--- src/rtl/vga_fb_pkg.sv ---
// Shared definitions for the VGA framebuffer write controller: bus windows,
// control register offsets, fill FSM states and the queued bus-write record.
package vga_fb_pkg;

  localparam logic [3:0] WIN_PIX   = 4'h5;
  localparam logic [3:0] WIN_CTRL  = 4'h6;

  localparam logic [3:0] REG_P0    = 4'h0;
  localparam logic [3:0] REG_P1    = 4'h4;
  localparam logic [3:0] REG_COLOR = 4'h8;
  localparam logic [3:0] REG_GO    = 4'hC;

  typedef enum logic [1:0] {F_IDLE, F_RUN, F_DONE} fill_state_t;

  typedef struct packed {
    logic [31:0] addr;
    logic [31:0] data;
    logic [3:0]  strb;
  } q_entry_t;

  // Pixels carry 24 bits, so only the low three byte lanes must be enabled.
  function automatic logic strb_ok(input logic [3:0] s);
    return (s | 4'b1000) == 4'hF;
  endfunction

endpackage

--- src/rtl/fb_wr_fifo.sv ---
// Synchronous FIFO for queued bus writes; the head entry is visible on rdata
// whenever empty is low.
module fb_wr_fifo
  import vga_fb_pkg::*;
#(
  parameter int QDEPTH = 2
) (
  input  logic                     clk,
  input  logic                     rst,
  input  logic                     push,
  input  logic                     pop,
  input  q_entry_t                 wdata,
  output q_entry_t                 rdata,
  output logic                     full,
  output logic                     empty,
  output logic [$clog2(QDEPTH):0]  count
);

  localparam int PW = $clog2(QDEPTH);
  localparam logic [PW:0] ONE = 1;

  q_entry_t mem [QDEPTH];
  logic [PW:0] wptr;
  logic [PW:0] rptr;

  always_ff @(posedge clk) begin
    if (rst) begin
      wptr <= '0;
      rptr <= '0;
    end else begin
      if (push) wptr <= wptr + ONE;
      if (pop)  rptr <= rptr + ONE;
    end
  end

  always_ff @(posedge clk) begin
    if (push) mem[wptr[PW-1:0]] <= wdata;
  end

  assign rdata = mem[rptr[PW-1:0]];
  assign count = wptr - rptr;
  assign empty = (wptr == rptr);
  assign full  = (count == (PW+1)'(QDEPTH));

endmodule

--- src/rtl/vga_fb_write_ctrl.sv ---
// Framebuffer write sequencer: queues bus writes, decodes fill registers, runs the
// rectangle-fill engine and shares the FB write port round-robin. Option: FB_VBLANK_GATE_EN.
module vga_fb_write_ctrl
  import vga_fb_pkg::*;
#(
  parameter int QDEPTH = 2,
  parameter int AW     = 19,
  parameter int DW     = 24
) (
  input  logic          Clk,
  input  logic          Rst,
  input  logic          WriteValid,
  input  logic [31:0]   WriteAddrIn,
  input  logic [31:0]   WriteDataIn,
  input  logic [3:0]    WriteStrb,
  output logic          SlaverWriteReady,
  input  logic          InVblank,
  output logic [AW-1:0] FbWriteAddr,
  output logic [DW-1:0] FbWriteData,
  output logic          FbWriteEnable,
  input  logic          FbWriteOk,
  output logic          FillBusy,
  output logic          FillDone,
  output logic          StrbError
);

  localparam int CW = $clog2(QDEPTH) + 1;

  q_entry_t      in_ent, fifo_head, head;
  logic          fifo_full, fifo_empty, fifo_push, fifo_pop;
  logic [CW-1:0] fifo_count;
  logic          queue_full, in_fire, head_valid, head_pix, head_ctrl, head_bad, head_drop;
  logic          consume, slot_free, launch_gate, launch_ok, retire;
  logic          q_req, f_req, grant_q, grant_f, ctrl_take, go_take;
  logic          inflight_q, fb_last, prio_fill, fill_sent_all;
  logic [9:0]    x0, y0, x1, y1, fx, fy;
  logic [DW-1:0] color;
  logic          at_x_end, at_last, rect_empty;
  fill_state_t   state_q, state_d;
  logic          unused_bits;

  assign in_ent = {WriteAddrIn, WriteDataIn, WriteStrb};

  // A queue pixel on the FB port keeps its slot until it retires.
  assign queue_full       = fifo_full || (inflight_q && fifo_count == CW'(QDEPTH - 1));
  assign SlaverWriteReady = !queue_full && !Rst;
  assign in_fire          = WriteValid && SlaverWriteReady;

  // An empty FIFO is bypassed so a lone pixel reaches the FB port one cycle after acceptance.
  assign head_valid = !fifo_empty || in_fire;
  assign head       = fifo_empty ? in_ent : fifo_head;
  assign head_pix   = (head.addr[31:28] == WIN_PIX);
  assign head_ctrl  = (head.addr[31:28] == WIN_CTRL);
  assign head_bad   = head_valid && head_pix && !strb_ok(head.strb);
  assign head_drop  = head_valid && !head_ctrl && !(head_pix && strb_ok(head.strb));

  assign FillBusy  = (state_q != F_IDLE);
  assign FillDone  = (state_q == F_DONE);
  assign slot_free = !FbWriteEnable || FbWriteOk;
  assign retire    = FbWriteEnable && FbWriteOk;

`ifdef FB_VBLANK_GATE_EN
  assign launch_gate = InVblank;
  assign unused_bits = ^{head.addr[27:AW], head.data[31:26]};
`else
  assign launch_gate = 1'b1;
  assign unused_bits = ^{InVblank, head.addr[27:AW], head.data[31:26]};
`endif

  assign launch_ok  = slot_free && launch_gate;
  assign q_req      = head_valid && head_pix && strb_ok(head.strb);
  assign f_req      = (state_q == F_RUN) && !fill_sent_all;
  assign grant_q    = launch_ok && q_req && (!f_req || !prio_fill);
  assign grant_f    = launch_ok && f_req && (!q_req || prio_fill);
  assign ctrl_take  = head_valid && head_ctrl && !FillBusy;
  assign go_take    = ctrl_take && (head.addr[3:0] == REG_GO) && head.data[0];
  assign consume    = grant_q || ctrl_take || head_drop;
  assign fifo_pop   = consume && !fifo_empty;
  assign fifo_push  = in_fire && !(fifo_empty && consume);

  assign at_x_end   = (fx == x1);
  assign at_last    = at_x_end && (fy == y1);
  assign rect_empty = (x0 > x1) || (y0 > y1);

  fb_wr_fifo #(.QDEPTH(QDEPTH)) u_fifo (
    .clk   (Clk),
    .rst   (Rst),
    .push  (fifo_push),
    .pop   (fifo_pop),
    .wdata (in_ent),
    .rdata (fifo_head),
    .full  (fifo_full),
    .empty (fifo_empty),
    .count (fifo_count)
  );

  always_ff @(posedge Clk) begin
    if (Rst) state_q <= F_IDLE;
    else     state_q <= state_d;
  end

  always_comb begin
    state_d = state_q;
    case (state_q)
      F_IDLE:  if (go_take) state_d = rect_empty ? F_DONE : F_RUN;
      F_RUN:   if (retire && fb_last) state_d = F_DONE;
      F_DONE:  state_d = F_IDLE;
      default: state_d = F_IDLE;
    endcase
  end

  always_ff @(posedge Clk) begin
    if (Rst) begin
      FbWriteEnable <= 1'b0;
      FbWriteAddr   <= '0;
      FbWriteData   <= '0;
      StrbError     <= 1'b0;
      inflight_q    <= 1'b0;
      fb_last       <= 1'b0;
      prio_fill     <= 1'b0;
      fill_sent_all <= 1'b0;
      x0 <= '0; y0 <= '0; x1 <= '0; y1 <= '0;
      fx <= '0; fy <= '0;
      color <= '0;
    end else begin
      if (grant_q) begin
        FbWriteEnable <= 1'b1;
        FbWriteAddr   <= head.addr[AW-1:0];
        FbWriteData   <= head.data[DW-1:0];
      end else if (grant_f) begin
        FbWriteEnable <= 1'b1;
        FbWriteAddr   <= AW'({fy[8:0], fx});
        FbWriteData   <= color;
      end else if (retire) begin
        FbWriteEnable <= 1'b0;
      end

      if (grant_q || grant_f) begin
        inflight_q <= grant_q;
        fb_last    <= grant_f && at_last;
      end else if (retire) begin
        inflight_q <= 1'b0;
        fb_last    <= 1'b0;
      end

      // Priority flips only on contested slots, so the first contest after reset goes to the queue.
      if (q_req && f_req && launch_ok) prio_fill <= grant_q;

      if (head_bad) StrbError <= 1'b1;

      if (ctrl_take) begin
        case (head.addr[3:0])
          REG_P0:    begin x0 <= head.data[9:0]; y0 <= head.data[25:16]; end
          REG_P1:    begin x1 <= head.data[9:0]; y1 <= head.data[25:16]; end
          REG_COLOR: color <= head.data[DW-1:0];
          default:   ;
        endcase
      end

      if (go_take) begin
        fx            <= x0;
        fy            <= y0;
        fill_sent_all <= 1'b0;
      end else if (grant_f) begin
        if (at_last)       fill_sent_all <= 1'b1;
        else if (at_x_end) begin fx <= x0; fy <= fy + 10'd1; end
        else               fx <= fx + 10'd1;
      end
    end
  end

endmodule

--- config.mk ---
export PLATFORM = sky130hd
export DESIGN_NAME = vga_fb_write_ctrl
export DESIGN_NICKNAME = d
export VERILOG_FILES = /design/src/rtl/vga_fb_pkg.sv /design/src/rtl/fb_wr_fifo.sv /design/src/rtl/vga_fb_write_ctrl.sv
export SDC_FILE = /design/constraint.sdc
export NUM_CORES = 1
export LEC_CHECK = 0
export CAP_MARGIN = 20
export CELL_PAD_IN_SITES_DETAIL_PLACEMENT = 1
export CELL_PAD_IN_SITES_GLOBAL_PLACEMENT = 1
export CORE_MARGIN = 1.5
export CORE_UTILIZATION = 35
export DETAILED_ROUTE_END_ITERATION = 12
export PLACE_DENSITY = 0.75
export REMOVE_ABC_BUFFERS = 1
export SLEW_MARGIN = 20
export SYNTH_ARGS = -nofsm -noshare
export SYNTH_HDL_FRONTEND = slang
export SYNTH_SLANG_ARGS = --single-unit
--- constraint.sdc ---
create_clock -name Clk -period 5.9 [get_ports Clk]
set_input_delay 1.77 -clock Clk [delete_from_list [all_inputs] [get_ports Clk]]
set_output_delay 1.77 -clock Clk [all_outputs]
set_load 0.005 [all_outputs]
After elaboration in Yosys (flattened, before gate mapping)
Memory sizes are Yosys's and may differ from the RTL's. A register that Yosys moved wholly into a read port is not among the register bits.
Index checks and enable logic that the tools add are counted.
W data, S select, Z words.
- word-level logic and storage cells: 133
- memories kept: 1
- bits in registers: 139
- bits in writable memories: 136
- memory list (name ; depth ; bits a word ; rd ports ; clocked after Yosys merged registers in ; write ports ; line ; text):
    u_fifo.mem ; 2 ; 68 ; 1 ; 1 ; 1 ; fb_wr_fifo.sv:22 ; q_entry_t mem [QDEPTH];
- add/sub/neg operators: 5
- order comparisons: 2
- eq/ne operators: 16
- multiplexer cells: 26
- reductions and logical operators: 65
- operators by type and width (kind ; count):
    $mux W10 ; 8
    $mux W68 ; 1
    $mux W24 ; 2
    $mux W19 ; 2
    $logic_and A1 B1 Y1 ; 27
    $add A10 B1 Y10 const B ; 2
    $eq A10 B10 Y1 ; 2
    $gt A10 B10 Y1 ; 2
    $logic_not A1 Y1 ; 13
    $eq A4 B3 Y1 const B ; 3
    $reduce_and A2 Y1 ; 6
    $reduce_bool A2 Y1 ; 5
    $logic_or A1 B1 Y1 ; 9
    $mux W1 ; 9
    $eq A4 B4 Y1 const B ; 2
    $mux W2 ; 3
    $add A2 B1 Y2 const B ; 2
    $eq A2 B1 Y1 const B ; 2
    $eq A2 B2 Y1 const B ; 2
    $logic_not A4 Y1 ; 1
    $ne A2 B2 Y1 const B ; 2
    $pmux W2 S2 ; 1
    $eq A3 B3 Y1 const B ; 1
    $reduce_and A3 Y1 ; 1
    6 further kinds ; 6

Logic depth before layout (Yosys ltp)
- word-level depth: 19
- mapped depth: 11
- gate-level depth less buffers: 9

By module
A second synthesis with hierarchy kept.
- cell total of the unflattened synthesis: 1027
- area, all modules: 12238.0 sq um
- modules (own cells, without submodules) (module ; cells an instance ; sequential area each (sq um) ; instances ; area an instance (sq um)):
    vga_fb_write_ctrl ; 790 ; 2702.6 ; 1 ; 7006.7
    fb_wr_fifo ; 237 ; 4184.0 ; 1 ; 5231.3

Worst setup path after synthesis
OpenSTA, ideal clock, no wires.
- path type: input -> register
- start: input WriteAddrIn[29]
- end: memory u_fifo.mem[1][0] (netlist bit) (enable)
- slack: 1300 ps
- stages on the path: 5
- data arrival time: 4183 ps
- required time: 5483 ps
- path through: or4bb_1 > nor2_1 > nand3b_1 > o2111a_1 > and2_1
- word-level cells in the longest chain between the ends: 13
- elaborated cells on any way between the ends: 21
- classes of those cells: 2 x eq/ne; 3 x mux; 16 x reduce/logical
- RTL lines (what ; line ; text):
    start, declared ; vga_fb_write_ctrl.sv:13 ; input logic [31:0] WriteAddrIn,
    $mux W68 * ; vga_fb_write_ctrl.sv:51 ; assign head = fifo_empty ? in_ent : fifo_head;
    $eq A4 B3 Y1 ; vga_fb_write_ctrl.sv:52 ; assign head_pix = (head.addr[31:28] == WIN_PIX);
    $logic_and A1 B1 Y1 (2 in series) ; vga_fb_write_ctrl.sv:71 ; assign q_req = head_valid && head_pix && strb_ok(head.strb);
    $logic_and A1 B1 Y1 (2 in series) ; vga_fb_write_ctrl.sv:73 ; assign grant_q = launch_ok && q_req && (!f_req || !prio_fill);
    $logic_or A1 B1 Y1 ; vga_fb_write_ctrl.sv:77 ; assign consume = grant_q || ctrl_take || head_drop;
    $logic_or A1 B1 Y1 * ; vga_fb_write_ctrl.sv:77 ;
    $logic_and A1 B1 Y1 * ; vga_fb_write_ctrl.sv:79 ; assign fifo_push = in_fire && !(fifo_empty && consume);
    $logic_not A1 Y1 * ; vga_fb_write_ctrl.sv:79 ;
    $logic_and A1 B1 Y1 * ; vga_fb_write_ctrl.sv:79 ;
    $mux W1 * ; fb_wr_fifo.sv:37 ; if (push) mem[wptr[PW-1:0]] <= wdata;
    $mux W1 (implied by the code) * ; fb_wr_fifo.sv:37 ;
    end, declared ; fb_wr_fifo.sv:22 ;
Mark *: on every way between the ends. The rest lies on a longest branch, timed or not.

Worst setup path after layout
- start: input Rst
- end: output SlaverWriteReady
- word-level cells in the longest chain between the ends: 2
- RTL lines (what ; line ; text):
    start, declared ; vga_fb_write_ctrl.sv:11 ; input logic Rst,
    $logic_not A1 Y1 ; vga_fb_write_ctrl.sv:46 ; assign SlaverWriteReady = !queue_full && !Rst;
    $logic_and A1 B1 Y1 ; vga_fb_write_ctrl.sv:46 ;
    end, declared ; vga_fb_write_ctrl.sv:16 ; output logic SlaverWriteReady,
Every way passes these cells.

==> reports/summary.txt <==
Post-Synth Adder-Cell Area = 2.64%
sw frac = 29.9%
drt pass-1 iters = 4
synth top area cells = edfxtp_1, dfxtp_1, mux2i_1
Hold Fails Final Rpt = 0
Filler cells = 3395
Reg power frac = 43.3%
final instance count without filler cells = 1569
async set-or-reset flop fraction in the synthesized netlist = 0%
Main synth FF type = dfxtp_1
mux cell area share after synthesis = 8.54%
sequential area share after synthesis = 54.4%
period utilization = 79.3%
total CTS buffers = 27
placed cells = 1520
critical path class = in2out
Post-synth EDFFs = 104
maxcap violations = 0
DRC violations left = 0
Clock Skew = 0.00915 ns
crit-path cells = buf_4 > a211oi_1 > clkdlybuf4s50_1
GRT Util Overall = 17.4%
Yosys reg bits = 244
simple-gate share of the synthesized area = 14.0%
Max Root-Sink Buffers = 3
Hold WC Path Type = reg2reg
post-synth top area cell = edfxtp_1
Gate power share = 20.0%
Ports = 121
Synth Area per Inst = 10.1 sq um
Worst EP arrival = 2.91 ns
Power per Cell Area = 342 nW/um^2
# diodes = 0
top-area cell type share of the netlist area = 28.7%
DR vias = 8273
CTS tree = done
Clock Power Share = 36.7%
Compound-Gate Fraction of Synth Area = 14.0%
Sink Count = 244
Post-CTS Setup Inserts = 0
num rows = 64
R2R setup slack = 2.40 ns
Total Power = 0.00450 W
synthesized area = 10900 sq um
Detailed Route WL = 28.6 mm
Clk Latency, worst-skew pair = 0.53 ns
post-detailed-route count of antenna-violating nets = 0
die width = 179 microns
post-cts sizing count = 0
final setup margin = 1.22 ns
Worst setup EP type = output pin
Die Ht = 179 microns
HPWL after DPL = 18.7 mm
pre-CTS setup slack = 0.711 ns
Worst slew margin = 32.9%
DRT iter0 DRCs = 442
Starting Density = 35.6%
core area = 30600 sq um
IR Drop Worst-Case VDD = 0.219 mV
Syn-to-layout area delta = 20.7%
CTS root buf = clkbuf_16
P_sw = 0.00134 W
internal power = 0.00315 W
Seq. cell area = 5930 sq um
initial antenna violation count = 0
Yosys cell types = 55
multi-input logic area = 4600 sq um
post-layout min period = 4.68 ns
Via-to-Cell Ratio = 5.27
Tightest Pin Transition = 1.01 ns
Final nets = 1249
count of pins over their slew limit = 0
GPL Wtd Cong = 0.810
status = complete, no violations
CP startpoint kind = input pin
Worst path slowest cell = clkdlybuf4s50_1
Max Fclk = 214 MHz
Post-Synth XOR/XNOR Area = 2.72%
yosys warns = 0
grt ovf = 0
htree depth = 1
vias in the first global route = 8631
cts hold-fix bufs = 0
# setup viols final = 0
layout cell share with drive strength beyond 1 = 5.71%
unrepaired setup endpoints after global routing = false
Syn Inst Count = 1075
die area = 32200 sq um
WP data required = 4.13 ns
Leak = 4.66 nW
first-pass GRT wire length = 46.0 mm
port buffer count = 103
Hold WS = 0.452 ns
clk slew on worst S/H paths = 0.06 ns
largest family of logic cells by synthesized area = simple AND/OR/NAND/NOR gates
CP max FO = 12
routed length per placed instance = 18.2 microns
max incr delay on CP = 0.59 ns
largest net degree at the start of global routing = 94
==> power groups by stage <==
stage	clock [W]	combinational, W	sequential [W]
6_report	0.00165	0.000899	0.00195
5_1_grt	0.00174	0.00101	0.00196
4_1_cts	0.00169	0.000911	0.00195
3_5_place_dp	0	0.000908	0.00199
3_3_place_gp	0	0.000882	0.00198
2_1_floorplan	0	0.000569	0.00199
==> path summary, 6_finish.rpt <==
| path | from | end | depth (start not counted) |
|---|---|---|---|
| max | Rst | SlaverWriteReady | 3 |
| min | color[11]$_SDFFE_PP0P_ | color[11]$_SDFFE_PP0P_ | 2 |
| min reg2reg | color[11]$_SDFFE_PP0P_ | color[11]$_SDFFE_PP0P_ | 2 |
| max reg2reg | flop | u_fifo.mem[0][20]$_DFFE_PP_ | 7 |
==> cell usage after synthesis, types with 2 or more instances <==
library cell / n
dfxtp_1: 140
nand2_1: 131
nor2_1: 122
edfxtp_1: 104
mux2i_1: 93
a21oi_1: 88
a211oi_1: 75
clkbuf_1: 56
o21ai_0: 42
inv_1: 34
ha_1: 23
xor2_1: 17
nand3_1: 16
xnor2_1: 15
buf_2: 10
nand4_1: 10
nor3_1: 9
nor4_1: 8
nand2b_1: 6
nor2b_1: 6
and2_1: 5
and3_1: 5
nand3b_1: 5
a311oi_1: 4
o21a_1: 4
o32ai_1: 4
or3_1: 4
a221oi_1: 3
o22ai_1: 3
a211o_1: 2
a21o_1: 2
and3b_1: 2
buf_1: 2
nand4bb_1: 2
or3b_1: 2
or4bb_1: 2
==> per-layer routing <==
| layer | global-route usage [%] | routed length [microns] |
|---|---|---|
| met5 | 0 | 0 |
| met2 | 31.0 | 14200 |
| met3 | 2.37 | 949 |
| met4 | 3.73 | 552 |
| met1 | 22.5 | 12900 |
==> per-stage QoR <==
step | instance area, sq um | utilization, % | setup TNS (ns)
final | 13200 | 43.0 | 0
after global routing | 13200 | 43.0 | 0
after CTS | 13200 | 43.0 | 0
after detailed placement | 12300 | 40.2 | 0
after global placement | 12300 | 40.2 | 0
after floorplan | 10600 | - | -60.23
==> worst max-delay path: cells and delay by family <==
kind	cells	cell delay [ns]
compound gates	1	0.37
buf+inv	2	0.76
==> area by class of cell <==
cell class                      instances  area share (%)
Clock inverter                          8           0.466
Inverter                               34           0.970
Clock buffer                           41            6.15
Tap cell                              396            3.77
Timing Repair Buffer                  117            8.62
Multi-Input combinational cell        729            35.0
Sequential cell                       244            45.1
==> cells in the final DEF, fill, tap and decap left out, types with 6 or more instances in the layout <==
master	n
edfxtp_1	104
nand3_1	16
a211oi_1	75
a21oi_1	87
xnor2_1	15
clkbuf_1	7
xor2_1	17
dfxtp_1	139
nand2_1	131
mux2i_1	93
o21ai_0	42
ha_1	23
nand2b_1	6
nand4_1	10
inv_1	34
nor2_1	121
clkbuf_16	28
nor4_1	8
nor2b_1	6
nor3_1	9
clkbuf_8	6
buf_4	15
clkdlybuf4s50_1	102
==> state kept, by name, summed over array words and instances, names as in the netlist, 10 cells and up, named ones only <==
signal,cells
color,24
x0,10
FbWriteData,24
y0,10
fx,10
y1,10
u_fifo.mem,104
fy,10
FbWriteAddr,19
x1,10
==> kinds of logic (layout without fill, tap and decap cells) <==
kind of cell / Yosys count / in the layout
xor+xnor: 33 / 33
fa+ha+maj: 23 / 23
flops: 244 / 244
simple gates: 340 / 340
buf+inv: 102 / 200
compound gates: 240 / 240
mux: 93 / 93
Power figures use the tool's default switching activity.
